$ cat config.mk
export PLATFORM = sky130hd
export DESIGN_NAME = svm_vote_decider
export DESIGN_NICKNAME = d
export VERILOG_FILES = /design/src/rtl/svm_vote_decider.sv
export SDC_FILE = /design/constraint.sdc
export NUM_CORES = 1
export LEC_CHECK = 0
export CAP_MARGIN = 10
export CORE_AREA = 2 2 167 234
export DETAILED_ROUTE_END_ITERATION = 6
export DIE_AREA = 0 0 169 236
export PLACE_DENSITY = 0.68
export SYNTH_ARGS = -nofsm -noshare
export SYNTH_HDL_FRONTEND = slang
export SYNTH_SLANG_ARGS = --single-unit
$ cat constraint.sdc
create_clock -name clk -period 7.3 [get_ports clk]
set_input_delay 1.095 -clock clk [delete_from_list [all_inputs] [get_ports clk]]
set_output_delay 1.095 -clock clk [all_outputs]
set_load 0.005 [all_outputs]
$ cat src/rtl/svm_vote_decider.sv
// One-vs-one vote decider for the SVM classifier: waits out the kernel latency,
// captures the per-decision distances, biases them by rho, votes, then picks the argmax class.
module svm_vote_decider #(
  parameter int CLASS_COUNT    = 4,
  parameter int CLASS_WIDTH    = 2,
  parameter int DECISION_COUNT = 6,
  parameter int DIST_WIDTH     = 32,
  parameter int KERNEL_LATENCY = 15,
  parameter int VOTE_WIDTH     = 4
) (
  input  logic                                  clk,
  input  logic                                  reset,
  input  logic                                  start,
  output logic                                  start_ready,
  input  logic [DIST_WIDTH*DECISION_COUNT-1:0]  distance,
  input  logic [DIST_WIDTH*DECISION_COUNT-1:0]  rho,
  input  logic [CLASS_WIDTH*DECISION_COUNT-1:0] dec_class1,
  input  logic [CLASS_WIDTH*DECISION_COUNT-1:0] dec_class2,
  output logic [CLASS_WIDTH-1:0]                class_out,
  output logic [VOTE_WIDTH-1:0]                 max_votes,
  output logic                                  class_valid,
  input  logic                                  out_ready,
  output logic                                  busy
);

  localparam int WAIT_W = (KERNEL_LATENCY > 1) ? $clog2(KERNEL_LATENCY) : 1;
  localparam int DEC_W  = (DECISION_COUNT > 1) ? $clog2(DECISION_COUNT) : 1;
  localparam int CIDX_W = (CLASS_COUNT > 1) ? $clog2(CLASS_COUNT) : 1;
  localparam logic [VOTE_WIDTH-1:0] VOTE_MAX = '1;

  typedef enum logic [2:0] {
    S_IDLE,
    S_WAIT,
    S_VOTE,
    S_SELECT,
    S_OUTPUT
  } state_t;

  state_t                        state;
  logic [WAIT_W-1:0]             wait_cnt;
  logic [DEC_W-1:0]              dec_idx;
  logic [CIDX_W-1:0]             sel_idx;
  logic                          sel_done;
  logic signed [DIST_WIDTH-1:0]  dist_q [DECISION_COUNT];
  logic [VOTE_WIDTH-1:0]         votes [CLASS_COUNT];
  logic [CIDX_W-1:0]             best_class;
  logic [VOTE_WIDTH-1:0]         best_votes;

  logic signed [DIST_WIDTH-1:0]  rho_sel;
  logic signed [DIST_WIDTH:0]    diff;
  logic [CLASS_WIDTH-1:0]        vote_cls;
  logic [CIDX_W-1:0]             vote_idx;
  logic                          vote_ok;
  int                            dsel;

  function automatic logic [VOTE_WIDTH-1:0] sat_inc(input logic [VOTE_WIDTH-1:0] v);
    return (v == VOTE_MAX) ? v : v + VOTE_WIDTH'(1);
  endfunction

  // One extra bit of headroom so distance - rho can never wrap.
  function automatic logic signed [DIST_WIDTH:0] signed_diff(
    input logic signed [DIST_WIDTH-1:0] a,
    input logic signed [DIST_WIDTH-1:0] b
  );
    logic signed [DIST_WIDTH:0] ax;
    logic signed [DIST_WIDTH:0] bx;
    ax = {a[DIST_WIDTH-1], a};
    bx = {b[DIST_WIDTH-1], b};
    return ax - bx;
  endfunction

  function automatic logic is_positive(input logic signed [DIST_WIDTH:0] v);
    return !v[DIST_WIDTH] && (v != '0);
  endfunction

  assign start_ready = (state == S_IDLE);

  always_comb begin
    dsel     = int'(dec_idx);
    rho_sel  = $signed(rho[DIST_WIDTH*dsel +: DIST_WIDTH]);
    diff     = signed_diff(dist_q[dec_idx], rho_sel);
    vote_cls = is_positive(diff) ? dec_class1[CLASS_WIDTH*dsel +: CLASS_WIDTH]
                                 : dec_class2[CLASS_WIDTH*dsel +: CLASS_WIDTH];
    vote_idx = CIDX_W'(vote_cls);
    vote_ok  = int'(vote_cls) < CLASS_COUNT;
  end

  always_ff @(posedge clk) begin
    if (reset) begin
      state       <= S_IDLE;
      wait_cnt    <= '0;
      dec_idx     <= '0;
      sel_idx     <= '0;
      sel_done    <= 1'b0;
      best_class  <= '0;
      best_votes  <= '0;
      class_out   <= '0;
      max_votes   <= '0;
      class_valid <= 1'b0;
      busy        <= 1'b0;
      for (int d = 0; d < DECISION_COUNT; d++) dist_q[d] <= '0;
      for (int c = 0; c < CLASS_COUNT; c++) votes[c] <= '0;
    end else begin
      case (state)
        S_IDLE: begin
          if (start) begin
            for (int c = 0; c < CLASS_COUNT; c++) votes[c] <= '0;
            wait_cnt <= WAIT_W'(KERNEL_LATENCY - 1);
            busy     <= 1'b1;
            state    <= S_WAIT;
          end
        end
        // Kernel drain: the last support vector's distances land KERNEL_LATENCY edges after start.
        S_WAIT: begin
          if (wait_cnt == '0) begin
            for (int d = 0; d < DECISION_COUNT; d++)
              dist_q[d] <= $signed(distance[DIST_WIDTH*d +: DIST_WIDTH]);
            dec_idx <= '0;
            state   <= S_VOTE;
          end else begin
            wait_cnt <= wait_cnt - WAIT_W'(1);
          end
        end
        S_VOTE: begin
          if (vote_ok) votes[vote_idx] <= sat_inc(votes[vote_idx]);
          if (dec_idx == DEC_W'(DECISION_COUNT - 1)) begin
            sel_idx    <= '0;
            sel_done   <= 1'b0;
            best_class <= '0;
            best_votes <= '0;
            state      <= S_SELECT;
          end else begin
            dec_idx <= dec_idx + DEC_W'(1);
          end
        end
        // Strictly-greater replacement keeps the lowest index on ties.
        S_SELECT: begin
          if (sel_done) begin
            class_out   <= CLASS_WIDTH'(best_class);
            max_votes   <= best_votes;
            class_valid <= 1'b1;
            state       <= S_OUTPUT;
          end else begin
            if (votes[sel_idx] > best_votes) begin
              best_votes <= votes[sel_idx];
              best_class <= sel_idx;
            end
            if (sel_idx == CIDX_W'(CLASS_COUNT - 1)) sel_done <= 1'b1;
            else sel_idx <= sel_idx + CIDX_W'(1);
          end
        end
        S_OUTPUT: begin
          if (out_ready) begin
            class_valid <= 1'b0;
            busy        <= 1'b0;
            state       <= S_IDLE;
          end
        end
        default: state <= S_IDLE;
      endcase
    end
  end

endmodule

# Word level (Yosys, flattened, before mapping)
# Memory sizes are Yosys's and may differ from the RTL's. A register that Yosys moved wholly into a read port is not among the register bits.
# Index checks and enable logic that the tools add are counted.
# totals
reg_bits	27
latchBits	0
ram_bits	208
rom_bits	0
in_bits	412
output_inout_bits	9
wordCells	133
n_memories	2
# memory_table
memory	depth	word_bits	rd	rd_clocked_by_memory_dff	write_ports	line_no	source
dist_q	6	32	1	1	6	44	logic signed [DIST_WIDTH-1:0] dist_q [DECISION_COUNT];
votes	4	4	2	1	4	45	logic [VOTE_WIDTH-1:0] votes [CLASS_COUNT];
# classes
add_sub_neg	5
mul	0
div	0
n_lt_le_gt_ge	1
eq_ne	17
shifts	3
muxes	64
n_bitwise	10
n_reduce_logical	20
# op_table
cell	n
$mux 32	6
$shiftx 192x9->32	1
$mux 4	11
$reduce_bool 33->1	1
$sub 32x32->33	1
$mux 3	9
$shiftx 12x5->2	2
$mux 1	20
$ne 2x2->1 const B	10
$mux 2	9
$pmux 4 s2	2
$pmux 3 s5	1
$reduce_and 3->1	4
$or 1x1->1	10
$reduce_bool 2->1	5
$pmux 2 s2	2
$reduce_and 4->1	2
$eq 3x2->1 const B	2
$eq 3x3->1 const B	2
$pmux 1 s2	3
$pmux 3 s2	1
$reduce_and 5->1	1
$add 4x1->4 const B	1
$eq 4x4->1 const B	1
other kinds (12)	13

# Logic depth before layout (Yosys ltp)
# Gate-level depths: netlist of run 1.
# An unclocked memory read counts as a cell.
# depth
depth_word	9
depth_mapped	28
mapped_depth_nobuf	24

# Worst setup path before layout of run 1
# No wires, ideal clock.
# synth_timing
path_type	flip-flop to flip-flop
start	register dec_idx[0]
end	memory votes[0][2] (data pin)
setup_time_ps	263
t_arrival_ps	6993
t_required_ps	7037
slack_ps	44
stages_incl_launch_ff	27
path_buffers	6
synth_period_minus_slack_ps	7256
path_cell_list	dfxtp_1 -> clkbuf_1 -> clkbuf_1 -> buf_1 -> clkbuf_1 -> mux4_2 -> a21oi_1 -> ha_1 -> clkbuf_1 -> a21oi_2 -> o211ai_1 -> a41oi_1 -> o31ai_1 -> a31oi_1 -> o21bai_1 -> xor2_1 -> nor4_4 -> a21boi_2 -> mux2_4 -> a311oi_4 -> buf_6 -> mux2i_1 -> mux2i_4 -> ha_1 -> inv_1 -> mux2i_1 -> nor2_1
# synth_lines
element	line_no	source
start, declared	41	logic [DEC_W-1:0] dec_idx;
start signal, assigned	133	dec_idx <= dec_idx + DEC_W'(1);
end, declared	45	

==> impl_results.md, run 1 <==
- Run status: completed
- H-tree levels: 1
- Critical path type: in -> reg
- Dpl ws: -147 ps
- Routed wire length: around 47000 µm
- Largest family of logic cells by synthesized area: simple AND/OR/NAND/NOR gates
- Longest Clk Path Bufs: 3
- Worst endpoint data arrival time: 7110 ps
- Critical Path Start Type: input port
- Io pins: ~420
- First-pass GRT wire length: 70700 µm
- Most common cell after layout, fill and taps aside: clkdlybuf4s50_1
- Root buffer cell: clkbuf_16
- Setup Viol. Count Final: 0
- Sink Count: 240
- Die Y: approximately 240 µm
- Power Dens Cells: around 300 nW/µm²
- Initial core utilization: between 30% and 40%
- Most frequent cells in the layout: 420 x clkdlybuf4s50_1, 208 x edfxtp_1, 200 x and2_1, 121 x a21oi_1, 112 x nor2_1
- Hold depth: 2
- Largest net degree at the start of global routing: a little under 200
- Post-synthesis mux area share: about 18%
- DRC viols: 0
- GP Congestion: about 0.9
- Pleak: 7.52 nW
- Rel. slew slack: approximately 30%
- TritonRoute pass-1 iters: 6
- Vias in the first global route: around 13000
- Post-Place Cells: 2186
- Yosys warnings: 0
- Max-Cap Viols: 0
- Async S/R FF share, synth: 0%
- Fmax: about 0.15 GHz
- R2r worst-path depth: 21
- Main flop type after synthesis: edfxtp_1
- RSZ-0062 raised after global routing: no
- Final Cycle Share: between 90% and 100%
- Antenna Nets Post-Route: 0
- Post-route worst setup slack: ~470 ps
- Nets: roughly 2200
- # rows: 85
- Library cells used by synthesis: 79
- Clk_lat worst skew: 550 ps
- Share of cells above drive strength 1: between 10% and 20%
- Final max-slew violation count: 0
- Core area: between 30000 and 40000 µm²
- Layout area overhead: 38.5%
- Synth Area in Simple Gates: between 10% and 20%
- Die Span X: 169 µm
- Post-route insts no fill: 2237
- Slew at the pin closest to its max-slew limit: about 1000 ps
- Endpoints failing hold: 0
- Worst setup EP type: register
- Post-synth EDFFs: ~210
- Die ar.: approximately 40000 µm²
- Synth Cell Area: around 15000 µm²
- CTS tree: built
- Crit Path Max Fanout: 5
- Post-synthesis compound-gate area fraction: between 10% and 20%
- Mapped Cells: about 1300
- Req. time, crit path: ~7600 ps
- Post-synthesis xor/xnor area fraction: less than 1%
- GRT Residual Overflow: 0
- GRT Util Overall: a little under a quarter
- Via Count: between 10000 and 15000
- Detail Placement HPWL: roughly 37000 µm
- PortBufs: 420
- Synth Net Count: 1783
- Register area share after synthesis: 46.2%
- Initial antenna violation count: 5
- HP Class: reg -> reg
- Hold_buf cts: 0
- CTS buffer count: 25
- Skew final: 20.1 ps
- Routed len/inst: 21.2 µm
- Synth Register Bits: 240
- Clock-pin slew on the worst setup and hold paths: roughly 60 ps
- DR iter-0 viols: 725
- Vias per cell: 5.37
- Post-synthesis adder-cell area fraction: 3.58%
- Total power: 6.30 mW
- VDD IR max: approximately 0.18 mV
- Synthesized area per cell: approximately 11 µm²
- Final min period: 6830 ps
## synth_stat cells, types with 10 or more instances
| master | instances | area (µm²) |
|---|---|---|
| a21o_1 | 12 | 90.1 |
| a21oi_1 | 121 | 606 |
| a31oi_1 | 10 | 62.6 |
| and2_1 | 200 | 1250 |
| buf_1 | 14 | 52.6 |
| clkbuf_1 | 58 | 218 |
| dfxtp_1 | 32 | 641 |
| edfxtp_1 | 208 | 6250 |
| ha_1 | 41 | 513 |
| inv_1 | 18 | 67.6 |
| mux2i_1 | 99 | 991 |
| mux4_2 | 68 | 1530 |
| nand2_1 | 80 | 300 |
| nand2b_1 | 10 | 62.6 |
| nand3_1 | 30 | 150 |
| nor2_1 | 113 | 424 |
| nor2b_1 | 12 | 75.1 |
| nor3_1 | 19 | 95.1 |
| o21a_1 | 11 | 82.6 |
| o21ai_0 | 23 | 115 |
## what timing repair did
action,CTS,global route
gates resized for setup,0,1
setup endpoints to repair,0,13
buffers inserted,0,1
## state kept, by name, summed over array words and instances, names as in the netlist, 3 cells and up, named ones only
register    flops
dist_q        192
max_votes       4
wait_cnt        4
dec_idx         3
state           3
votes          16
best_votes      4
## path summary, 6_finish.rpt
path                               startpoint           end  slack, ps
worst min-delay path            best_class[0]  class_out[0]        450
worst max-delay path                  rho[64]   votes[1][2]        470
worst max register to register       register   votes[1][2]        650
worst min register to register  best_class[0]  class_out[0]        450
## power breakdown
part	switching, mW	internal (mW)
clock network	0.556	0.772
registers	0.150	1.83
logic	1.63	1.36
## logic make-up after synthesis
group	count (synthesis)
buffers and inverters	96
AND/OR/NAND/NOR	511
XOR/XNOR	13
flip-flops	240
multiplexers	176
adder cells (fa/ha/maj)	42
AO/OA/AOI/OAI	251
## metal layers
| layer | GRT usage [%] | wire length (µm) | part of all wire (%) |
|---|---|---|---|
| met1 | 27.0 | 18100 | 38 |
| met5 | 0 | 16 | 0.034 |
| met2 | 42.2 | 24500 | 52 |
| met4 | 9.25 | 2020 | 4.3 |
| met3 | 3.91 | 2740 | 5.8 |
## cell type report
type / instances / area, µm²
Clock buffer: 25 / 626
Clock inverter: 21 / 224
Sequential cell: 240 / 6900
Fill cell: 3323 / 17500
Inverter: 19 / 71.3
Timing Repair Buffer: 457 / 4540
Multi-Input combinational cell: 993 / 7650
Antenna cell: 4 / 10.0
Tap cell: 478 / 598
## worst max-delay path, stage by stage
cell             delay, ps
clkdlybuf4s50_1        470
mux4_2                 490
o2bb2ai_1              220
ha_1                   270
fa_1                   400
nand2b_1               180
o2bb2ai_1              170
o31a_1                 340
o21ba_1                200
a22o_1                 240
nor4_2                 220
nand4_1                200
nor4_4                 460
a21boi_2               160
mux2_4                 340
a311oi_4               380
mux2i_1                340
mux2i_4                100
ha_1                   250
inv_1                  160
mux2i_1                350
nor2_1                  80
## per-stage QoR
| stage | TNS [ps] | hold WS [ps] | utilization, % | instance area [µm²] |
|---|---|---|---|---|
| after floorplan | 0 | 432 | - | 14900 |
| after global placement | -67.6 | 442 | 51.9 | 19700 |
| after detailed placement | -1210 | 446 | 51.9 | 19700 |
| after CTS | 0 | 453 | 54.1 | 20600 |
| after global routing | 0 | 466 | 54.2 | 20600 |
| final | 0 | 451 | 54.2 | 20600 |
(Power assumes the default switching activity.)
==> inputs of run 2 (changes only) <==
REMOVE_ABC_BUFFERS = 1   (was unset)
SKIP_LAST_GASP = 1   (was unset)
==> run 2 against run 1 <==
Effect of this change: count of clock-buffer cells in the layout is 4 higher; die area is the same; global-route usage fell by 1.5 points; flip-flop and latch count stayed put; power shrank 3.0%; first-iteration DRC count is 28% lower; core utilization is 0.32 points lower; maximum frequency grew 0.18%; sequential power is essentially flat; via count down 1.3%.
==> impl_results.md, run 2 (same netlist as run 1, synthesis figures left out) <==
- Run status: completed
- DR iter-0 viols: 520
- Largest regs: dist_q: 192 flops, votes: 16 flops
- Post-route insts no fill: 2228
- Critical path type: in -> reg
- Io pins: around 420
- Routed wire length: ~44000 µm
- Initial antenna violation count: 1
- Skew final: ~24 ps
- Die ar.: 39900 µm²
- Detail Placement HPWL: about 34000 µm
- Setup Viol. Count Final: 0
- PortBufs: 420
- Critical Path Start Type: input port
- Final max-slew violation count: 0
- Share of cells above drive strength 1: between 10% and 20%
- Pleak: 7.47 nW
- Crit-path max cell delay: just under 500 ps
- Post-Place Cells: ~2200
- GP Congestion: about 0.94
- Antenna Nets Post-Route: 0
- DRC viols: 0
- Endpoints failing hold: 0
- Longest Clk Path Bufs: 3
- HP Class: reg -> reg
- First-pass GRT wire length: slightly below 70000 µm
- TritonRoute pass-1 iters: 5
- Req. time, crit path: 7590 ps
- Via Count: 11800
- Worst hold start: max_votes[1]
- Max-Cap Viols: 0
- R2r startpoint: dec_idx[0]
- Crit Path Max Fanout: 6
- Worst endpoint data arrival time: a little over 7000 ps
- Final Cycle Share: between 90% and 100%
- Die Y: 236 µm
- Rel. slew slack: 44.6%
- CP startpoint: rho[96]
- Util after Layout: a little over half
- Max reg flops: approximately 190
- Top delay family on crit path: compound AO/OA/AOI/OAI gates
- Core area: 38100 µm²
- Largest net degree at the start of global routing: 104
- Initial core utilization: between 30% and 40%
- Fillers: roughly 3300
- # rows: 85
- Vias per cell: about 5.3
- RSZ-0062 raised after global routing: no
- Power Dens Cells: 298 nW/µm²
- Clock-pin slew on the worst setup and hold paths: ~60 ps
- VDD IR max: approximately 0.16 mV
- FF+latch area: between 6000 and 7000 µm²
- Most frequent cells in the layout: 420 x clkdlybuf4s50_1, 208 x edfxtp_1, 200 x and2_1, 121 x a21oi_1, 112 x nor2_1
- Root buffer cell: clkbuf_16
- CTS tree: built
- Cells along the critical path: clkdlybuf4s50_1 -> mux4_2 -> o2bb2ai_1 -> ha_1 -> fa_1 -> nand2b_1 -> o2bb2ai_1 -> o31a_1 -> o21ai_0 -> a31oi_1 -> o21bai_1 -> xor2_1 -> nor4_4 -> a21boi_2 -> mux2_4 -> a311oi_4 -> mux2i_1 -> mux2i_4 -> ha_1 -> inv_1 -> mux2i_1 -> nor2_1
- Largest Register: dist_q
- Area of the multi-input gates: around 7700 µm²
- Hold_buf cts: 0
- Worst setup EP type: register
- Clk_lat worst skew: roughly 550 ps
- GRT Util Overall: a little over a fifth
- Layout area overhead: 37.6%
- Fmax: ~0.15 GHz
- CTS buffer count: 25
- Routed len/inst: 19.7 µm
- GRT Residual Overflow: 0
- Sink Count: 240
- Final min period: a little under 7000 ps
- Slew at the pin closest to its max-slew limit: between 800 and 900 ps
- Die Span X: 169 µm
- Most common cell after layout, fill and taps aside: clkdlybuf4s50_1
- Vias in the first global route: approximately 13000
- Nets: about 2200
- Crit path buf inv count: 2
- Slowest-stage cell, CP: mux4_2
- H-tree levels: 1
[run 2: cell types whose count changed in the layout (fill, tap and decap cells not counted), sizes merged]
cell    before  now
diode        4    1
clkbuf      25   29
inv         21   18
clkinv      11   12
buf         37   32
bufinv       4    1
[run 2: where the power goes]
group          switching, mW  total [mW]  internal (mW)
clock network          0.535        1.22          0.680
logic                   1.59        2.93           1.34
registers              0.136        1.96           1.83
[run 2: worst register-to-register path, cell delays in order (launching register included)]
cell and delay (ps):
dfxtp_4 690, buf_12 270, mux4_2 550, a21oi_1 260
ha_1 400, a21oi_1 290, o21ai_0 140, a31oi_1 410
o21ai_0 220, nor4b_1 290, nor3b_1 130, nor4_4 540
a21boi_2 180, mux2_4 340, a311oi_4 400, mux2i_1 330
mux2i_4 120, ha_1 260, inv_1 160, mux2i_1 350
nor2_1 70
[run 2: worst paths after layout]
check	end	slack, ps	cells past startpoint
hold reg to reg	max_votes[1]	460	2
setup / recovery	votes[0][2]	480	22
setup reg to reg	votes[0][2]	660	20
hold / removal	max_votes[1]	460	2
[run 2: final cells by class]
type                            instances  share of cell area [%]
Tap cell                              478                    2.92
Clock inverter                         16                   0.525
Multi-Input combinational cell        993                    37.3
Sequential cell                       240                    33.6
Inverter                               19                   0.366
Antenna cell                            1                  0.0122
Clock buffer                           29                    3.22
Timing Repair Buffer                  452                    22.0
[run 2: per-layer routing]
layer | global-route usage (%) | wire length (µm)
met3 | 3.15 | 2040
met4 | 8.47 | 1600
met2 | 41.5 | 23800
met1 | 23.8 | 16500
met5 | 0 | 0
[run 2: what timing repair did]
action                     4_1_cts  5_1_grt
setup endpoints to repair        0       10
gates resized for setup          0        1
buffers inserted                 0        1
[run 2: metrics by stage]
step	cell area, µm²	hold WS (ps)	setup slack (ps)	total power [mW]	setup TNS (ps)
2_1_floorplan	14600	426	-1540	4.05	-36820
4_1_cts	20500	459	439	6.12	0
5_1_grt	20500	492	119	6.49	0
3_5_place_dp	19700	451	-92.9	4.90	-525
6_report	20500	458	484	6.10	0
3_3_place_gp	19700	447	8.17	4.85	0
